`src/rtl/led_p2s_pkg.sv`:
```
// led_p2s_pkg
// Shared definitions for the LED chain parallel-to-serial transmitter:
//   - led_p2s_state_e : transmitter FSM states
//   - LED_P2S_WIDTH   : default frame width (bits per frame)
//   - LED_P2S_CLK_DIV : default clk cycles per LEDCLK half-period
package led_p2s_pkg;

  localparam int LED_P2S_WIDTH   = 16;
  localparam int LED_P2S_CLK_DIV = 8;

  typedef enum logic [1:0] {
    IDLE     = 2'd0,
    SHIFT_LO = 2'd1,
    SHIFT_HI = 2'd2,
    LATCH    = 2'd3
  } led_p2s_state_e;

endpackage

```
`src/rtl/led_p2s_tick.sv`:
```
// led_p2s_tick
// Half-period counter for the LED shift clock. Counts 0..CLK_DIV-1 while
// enabled and wraps to 0 on the last count, flagging that cycle with
// phase_end.
// Ports:
//   clk       system clock
//   rst       synchronous active-high reset
//   clr       synchronous clear (holds the count at 0)
//   en        count enable
//   phase_end one-cycle flag, high while enabled and count == CLK_DIV-1
module led_p2s_tick
  import led_p2s_pkg::*;
#(
  parameter int CLK_DIV = LED_P2S_CLK_DIV
) (
  input  logic clk,
  input  logic rst,
  input  logic clr,
  input  logic en,
  output logic phase_end
);

  localparam int CW = $clog2(CLK_DIV) + 1;
  localparam logic [CW-1:0] LAST = CW'(CLK_DIV - 1);

  logic [CW-1:0] cnt;

  assign phase_end = en && (cnt == LAST);

  always_ff @(posedge clk) begin
    if (rst || clr) begin
      cnt <= '0;
    end else if (en) begin
      if (phase_end) begin
        cnt <= '0;
      end else begin
        cnt <= cnt + CW'(1);
      end
    end
  end

endmodule

```
`src/rtl/led_p2s.sv`:
```
// led_p2s
// Parallel-to-serial transmitter for the board's shift-register LED chain.
// On an accepted start the WIDTH-bit pattern is captured and shifted out
// MSB first on LEDDT, one bit per LEDCLK period (CLK_DIV cycles low, then
// CLK_DIV cycles high), followed by a CLK_DIV-cycle LEDEN latch strobe and
// a one-cycle done pulse.
// Build option:
//   LED_P2S_INVERT_EN  when defined, the captured pattern is inverted so
//                      LEDDT carries ~data (active-low LEDs).
// Ports:
//   clk     system clock
//   rst     synchronous active-high reset
//   start   frame request, sampled only while idle
//   data    LED pattern, captured on the accepted start
//   busy    high while a frame is in progress
//   done    one-cycle pulse at frame completion
//   LEDCLK  shift clock, chain samples LEDDT on its rising edge
//   LEDDT   serial data, MSB first
//   LEDCLR  active-low chain clear (low only during reset)
//   LEDEN   active-high latch strobe
module led_p2s
  import led_p2s_pkg::*;
#(
  parameter int WIDTH   = LED_P2S_WIDTH,
  parameter int CLK_DIV = LED_P2S_CLK_DIV
) (
  input  logic             clk,
  input  logic             rst,
  input  logic             start,
  input  logic [WIDTH-1:0] data,
  output logic             busy,
  output logic             done,
  output logic             LEDCLK,
  output logic             LEDDT,
  output logic             LEDCLR,
  output logic             LEDEN
);

  localparam int IW = $clog2(WIDTH) + 1;
  localparam logic [IW-1:0] TOP_IDX = IW'(WIDTH - 1);

  led_p2s_state_e state, next_state;

  logic [WIDTH-1:0] shreg;
  logic [WIDTH-1:0] shreg_next;
  logic [WIDTH-1:0] cap;
  logic [IW-1:0]    idx;
  logic             phase_end;
  logic             accept;
  logic             advance;

`ifdef LED_P2S_INVERT_EN
  assign cap = ~data;
`else
  assign cap = data;
`endif

  // The register shifts left so the next bit is always at the MSB; this
  // avoids a variable index and stays legal for WIDTH=1.
  assign shreg_next = shreg << 1;

  led_p2s_tick #(
    .CLK_DIV (CLK_DIV)
  ) u_tick (
    .clk       (clk),
    .rst       (rst),
    .clr       (state == IDLE),
    .en        (state != IDLE),
    .phase_end (phase_end)
  );

  always_comb begin
    next_state = state;
    accept     = 1'b0;
    advance    = 1'b0;
    case (state)
      IDLE: begin
        if (start) begin
          accept     = 1'b1;
          next_state = SHIFT_LO;
        end
      end
      SHIFT_LO: begin
        if (phase_end) next_state = SHIFT_HI;
      end
      SHIFT_HI: begin
        if (phase_end) begin
          if (idx == '0) begin
            next_state = LATCH;
          end else begin
            advance    = 1'b1;
            next_state = SHIFT_LO;
          end
        end
      end
      LATCH: begin
        if (phase_end) next_state = IDLE;
      end
      default: next_state = IDLE;
    endcase
  end

  always_ff @(posedge clk) begin
    if (rst) begin
      state <= IDLE;
    end else begin
      state <= next_state;
    end
  end

  // Outputs are decoded from next_state and registered, so each pin changes
  // in the same cycle the FSM enters the corresponding phase.
  always_ff @(posedge clk) begin
    if (rst) begin
      shreg  <= '0;
      idx    <= '0;
      busy   <= 1'b0;
      done   <= 1'b0;
      LEDCLK <= 1'b0;
      LEDDT  <= 1'b0;
      LEDCLR <= 1'b0;
      LEDEN  <= 1'b0;
    end else begin
      LEDCLR <= 1'b1;
      LEDCLK <= (next_state == SHIFT_HI);
      LEDEN  <= (next_state == LATCH);
      busy   <= (next_state != IDLE);
      done   <= (state == LATCH) && phase_end;
      if (accept) begin
        shreg <= cap;
        idx   <= TOP_IDX;
        LEDDT <= cap[WIDTH-1];
      end else if (advance) begin
        shreg <= shreg_next;
        idx   <= idx - IW'(1);
        LEDDT <= shreg_next[WIDTH-1];
      end
    end
  end

endmodule

```
`config.mk`:
```
export PLATFORM = sky130hd
export DESIGN_NAME = led_p2s
export DESIGN_NICKNAME = d
export VERILOG_FILES = /design/src/rtl/led_p2s_pkg.sv /design/src/rtl/led_p2s_tick.sv /design/src/rtl/led_p2s.sv
export SDC_FILE = /design/constraint.sdc
export NUM_CORES = 1
export LEC_CHECK = 0
export CAP_MARGIN = 0
export CORE_UTILIZATION = 47
export DETAILED_ROUTE_END_ITERATION = 16
export PLACE_DENSITY = 0.71
export SETUP_SLACK_MARGIN = 0.2
export SKIP_LAST_GASP = 1
export SYNTH_ARGS = -nofsm -noshare
export SYNTH_HDL_FRONTEND = slang
export SYNTH_HIERARCHICAL = 1
export SYNTH_SLANG_ARGS = --single-unit
```
`constraint.sdc`:
```
create_clock -name clk -period 2 [get_ports clk]
set_input_delay 0.3 -clock clk [delete_from_list [all_inputs] [get_ports clk]]
set_output_delay 0.3 -clock clk [all_outputs]
set_load 0.02 [all_outputs]
```
==> reports/results.ini <==
[sta]
grt_setup_unrepaired=false
hold_viol=0
min_period_over_period_pct=85.5
fin_crit_ns=1.71
setup_viol=0
finalSetupTns_ns=0
slew_violations=0
fin_worst_skew_ns=0.00459
slew_headroom_pct=70.2
max_slew.worst_pin.slew_ns=0.447
fmax_ghz=0.585

[setup_path]
crit_path_start=idx[1]
crit_required_ns=2.25
cp-start-kind=flop
critical_path.top_delay_family=simple AND/OR/NAND/NOR gates
cp_num_buf_inv=1
critPathMaxStageDelay_ns=0.50
crit_fanout=3
cp_data_arrival_time_ns=1.96
critPathKind=flop to flop
critPathSlowestCell=or4_4
cp_cell_sequence=inv_1 -> ha_1 -> or3b_1 -> or4_4 -> a211oi_2
worstReg2RegStart=idx[1]
end_kind=flop

[placement]
gp_congestion=0.767
numPortBuffers=24
dpl.hpwl_mm=2.25

[floorplan]
fp.coreArea_mm2=0.00308
fp.dieW_um=59.1
initial_core_util_pct=49.8
num_rows=20
ios=25
die_h_um=59.1
dieArea_mm2=0.00349

[global_route]
grt_pass1_vias=1283
grt-ovfl-total=0
use_met3_pct=8.08
track_usage_pct=22.2
grt_max_degree=20
grt_util_met1_pct=27.0
antenna_found_initial=0
grt_pass1_wl_mm=5.66
busiest_layer=met2
grt_use_met2_pct=36.0

[routing]
dr.pass1.iters=4
drtIter0Drc=34
drt_wl_total_mm=3.44
avgRoutedWirePerCell_um=14.0
vias_per_cell=5.57
drtAntennaViolNets=0
drc_errors=0
num_vias=1364

[power_and_ir_drop]
comb_power_share_pct=18.4
pwr-share-clk_pct=26.1
p_seq_share_pct=55.5
p_leak_nw=0.749
ir_drop_uv=394
power_density_mw_per_mm2=661
swShare_pct=27.4
p_sw_mw=0.348
p_int_mw=0.923
finalPower_mw=1.27

[logic_synthesis]
ys_warn_count=6
synth_cells=171
ys_types=39
syn_area_mm2=0.00153
yosys-top-cells-area=dfxtp_1, a211oi_1, o21ai_0
synth_seq_area_share_pct=41.8
synth-main-ff-cell=dfxtp_1
yosys.area.top_type=dfxtp_1
synth_edf_count=0
syn_area_per_cell_um2=8.96
synth_top_area_share_pct=41.8
synthesis.nets=193
ys_ff_latch=32
async_flop_share_pct=0

[final_layout]
multi_input_area_um2=812
post-route-util_pct=62.5
drive_above_1_share_pct=19.4
nets=223
n_antenna_cell=0
fillerInstances=271
area_delta_synth_final_pct=25.5
seqCellArea_um2=646

[outcome]
outcome=finished clean

[flow_run]
drv_cap=0

[clock_tree]
cts_buffer_depth=2
cts_max_level=2
cts_hold_buf=0
numCtsBuffers=5
cts_tree=done
cts.sinks=32
cts-root-buf=clkbuf_4
worstSkewPairLatency_ns=0.32
clkTransAtPathRegs_ns=0.09

[hold_path]
hp-class=flop to flop
holdCritStartpoint=shreg[0]

## metal layers
metal | vias to the layer above | share of wire [%]
met4 | 0 | 0.99
met3 | 4 | 3.9
met5 | - | 0
li1 | 682 | -
met1 | 641 | 48
met2 | 37 | 47
## cells by family after synthesis
family / after synthesis / share of synthesized area (%)
xor+xnor: 1 / 0.572
simple gates: 64 / 25.6
fa+ha+maj: 3 / 2.45
flops: 32 / 41.8
compound gates: 48 / 20.2
buf+inv: 20 / 7.43
mux: 3 / 2.04
## Yosys cell counts, types with 2 or more instances
cell type	instances
inv_1	5
buf_2	3
o21ai_0	19
nor2_1	19
ha_1	3
dfxtp_1	32
a311oi_1	3
nor3_1	16
a31oi_1	2
nand3b_1	2
or4_1	3
nand2b_1	4
clkbuf_1	5
or2_2	3
nand2_1	2
buf_6	3
a21oi_1	5
buf_4	3
a211oi_1	16
mux2i_1	2
or3b_1	2
nor3b_1	2
## sequential cells by signal, indices dropped and copies added, names as in the netlist
register,flops
shreg,15
LEDCLR,1
u_tick/cnt,4
LEDDT,1
LEDCLK,1
idx,5
done,1
busy,1
state,2
LEDEN,1
## worst min-delay path: cells and delay by family, from the launching register on
kind           cells  cell delay, ns
AO/OA/AOI/OAI      2            0.16
flip-flops         1            0.32
## what timing repair did
item	in CTS	in global routing
buffers inserted	1	2
pin swaps	1	0
endpoints found under the setup margin	19	17
resized for setup	2	5
## per-stage QoR
step           setup slack, ns  hold slack (ns)  cells  instance area [µm²]
4_1_cts                  0.210            0.519    243                 1890
2_1_floorplan            0.171            0.436    171                 1580
3_5_place_dp            0.0990            0.504    235                 1830
3_3_place_gp             0.216            0.496    235                 1830
6_report                 0.289            0.514    245                 1920
5_1_grt                  0.205            0.515    245                 1920
## cell type report
cell class,instances,share of cell area [%]
clock buffer,6,2.15
sequential,32,33.6
multi-input combinational,119,42.2
tap,44,2.86
timing repair buffer,38,18.0
clock inverter,1,0.260
inverter,5,0.976
## worst paths after layout
kind | endpoint | slack (ns) | cells past startpoint
max reg2reg | idx[4] | 0.29 | 5
min | shreg[0] | 0.51 | 2
max | idx[4] | 0.29 | 5
min reg2reg | shreg[0] | 0.51 | 2
## power groups by stage
stage / combinational (mW) / sequential, mW / clock, mW
2_1_floorplan: 0.144 / 0.718 / 0
3_3_place_gp: 0.217 / 0.715 / 0
3_5_place_dp: 0.225 / 0.717 / 0
4_1_cts: 0.226 / 0.702 / 0.342
5_1_grt: 0.254 / 0.710 / 0.377
6_report: 0.234 / 0.705 / 0.332
## cells in the final DEF, fill, tap and decap left out, types with 3 or more instances in the layout
cell,n
dfxtp_1,28
clkdlybuf4s50_1,24
nor2_1,19
o21ai_0,19
nor3_1,16
a211oi_1,16
buf_4,14
a21oi_1,5
clkbuf_4,5
inv_1,4
dfxtp_2,4
a311oi_1,3
nand2b_1,3
No activity file was read; power rests on OpenSTA's default activity.
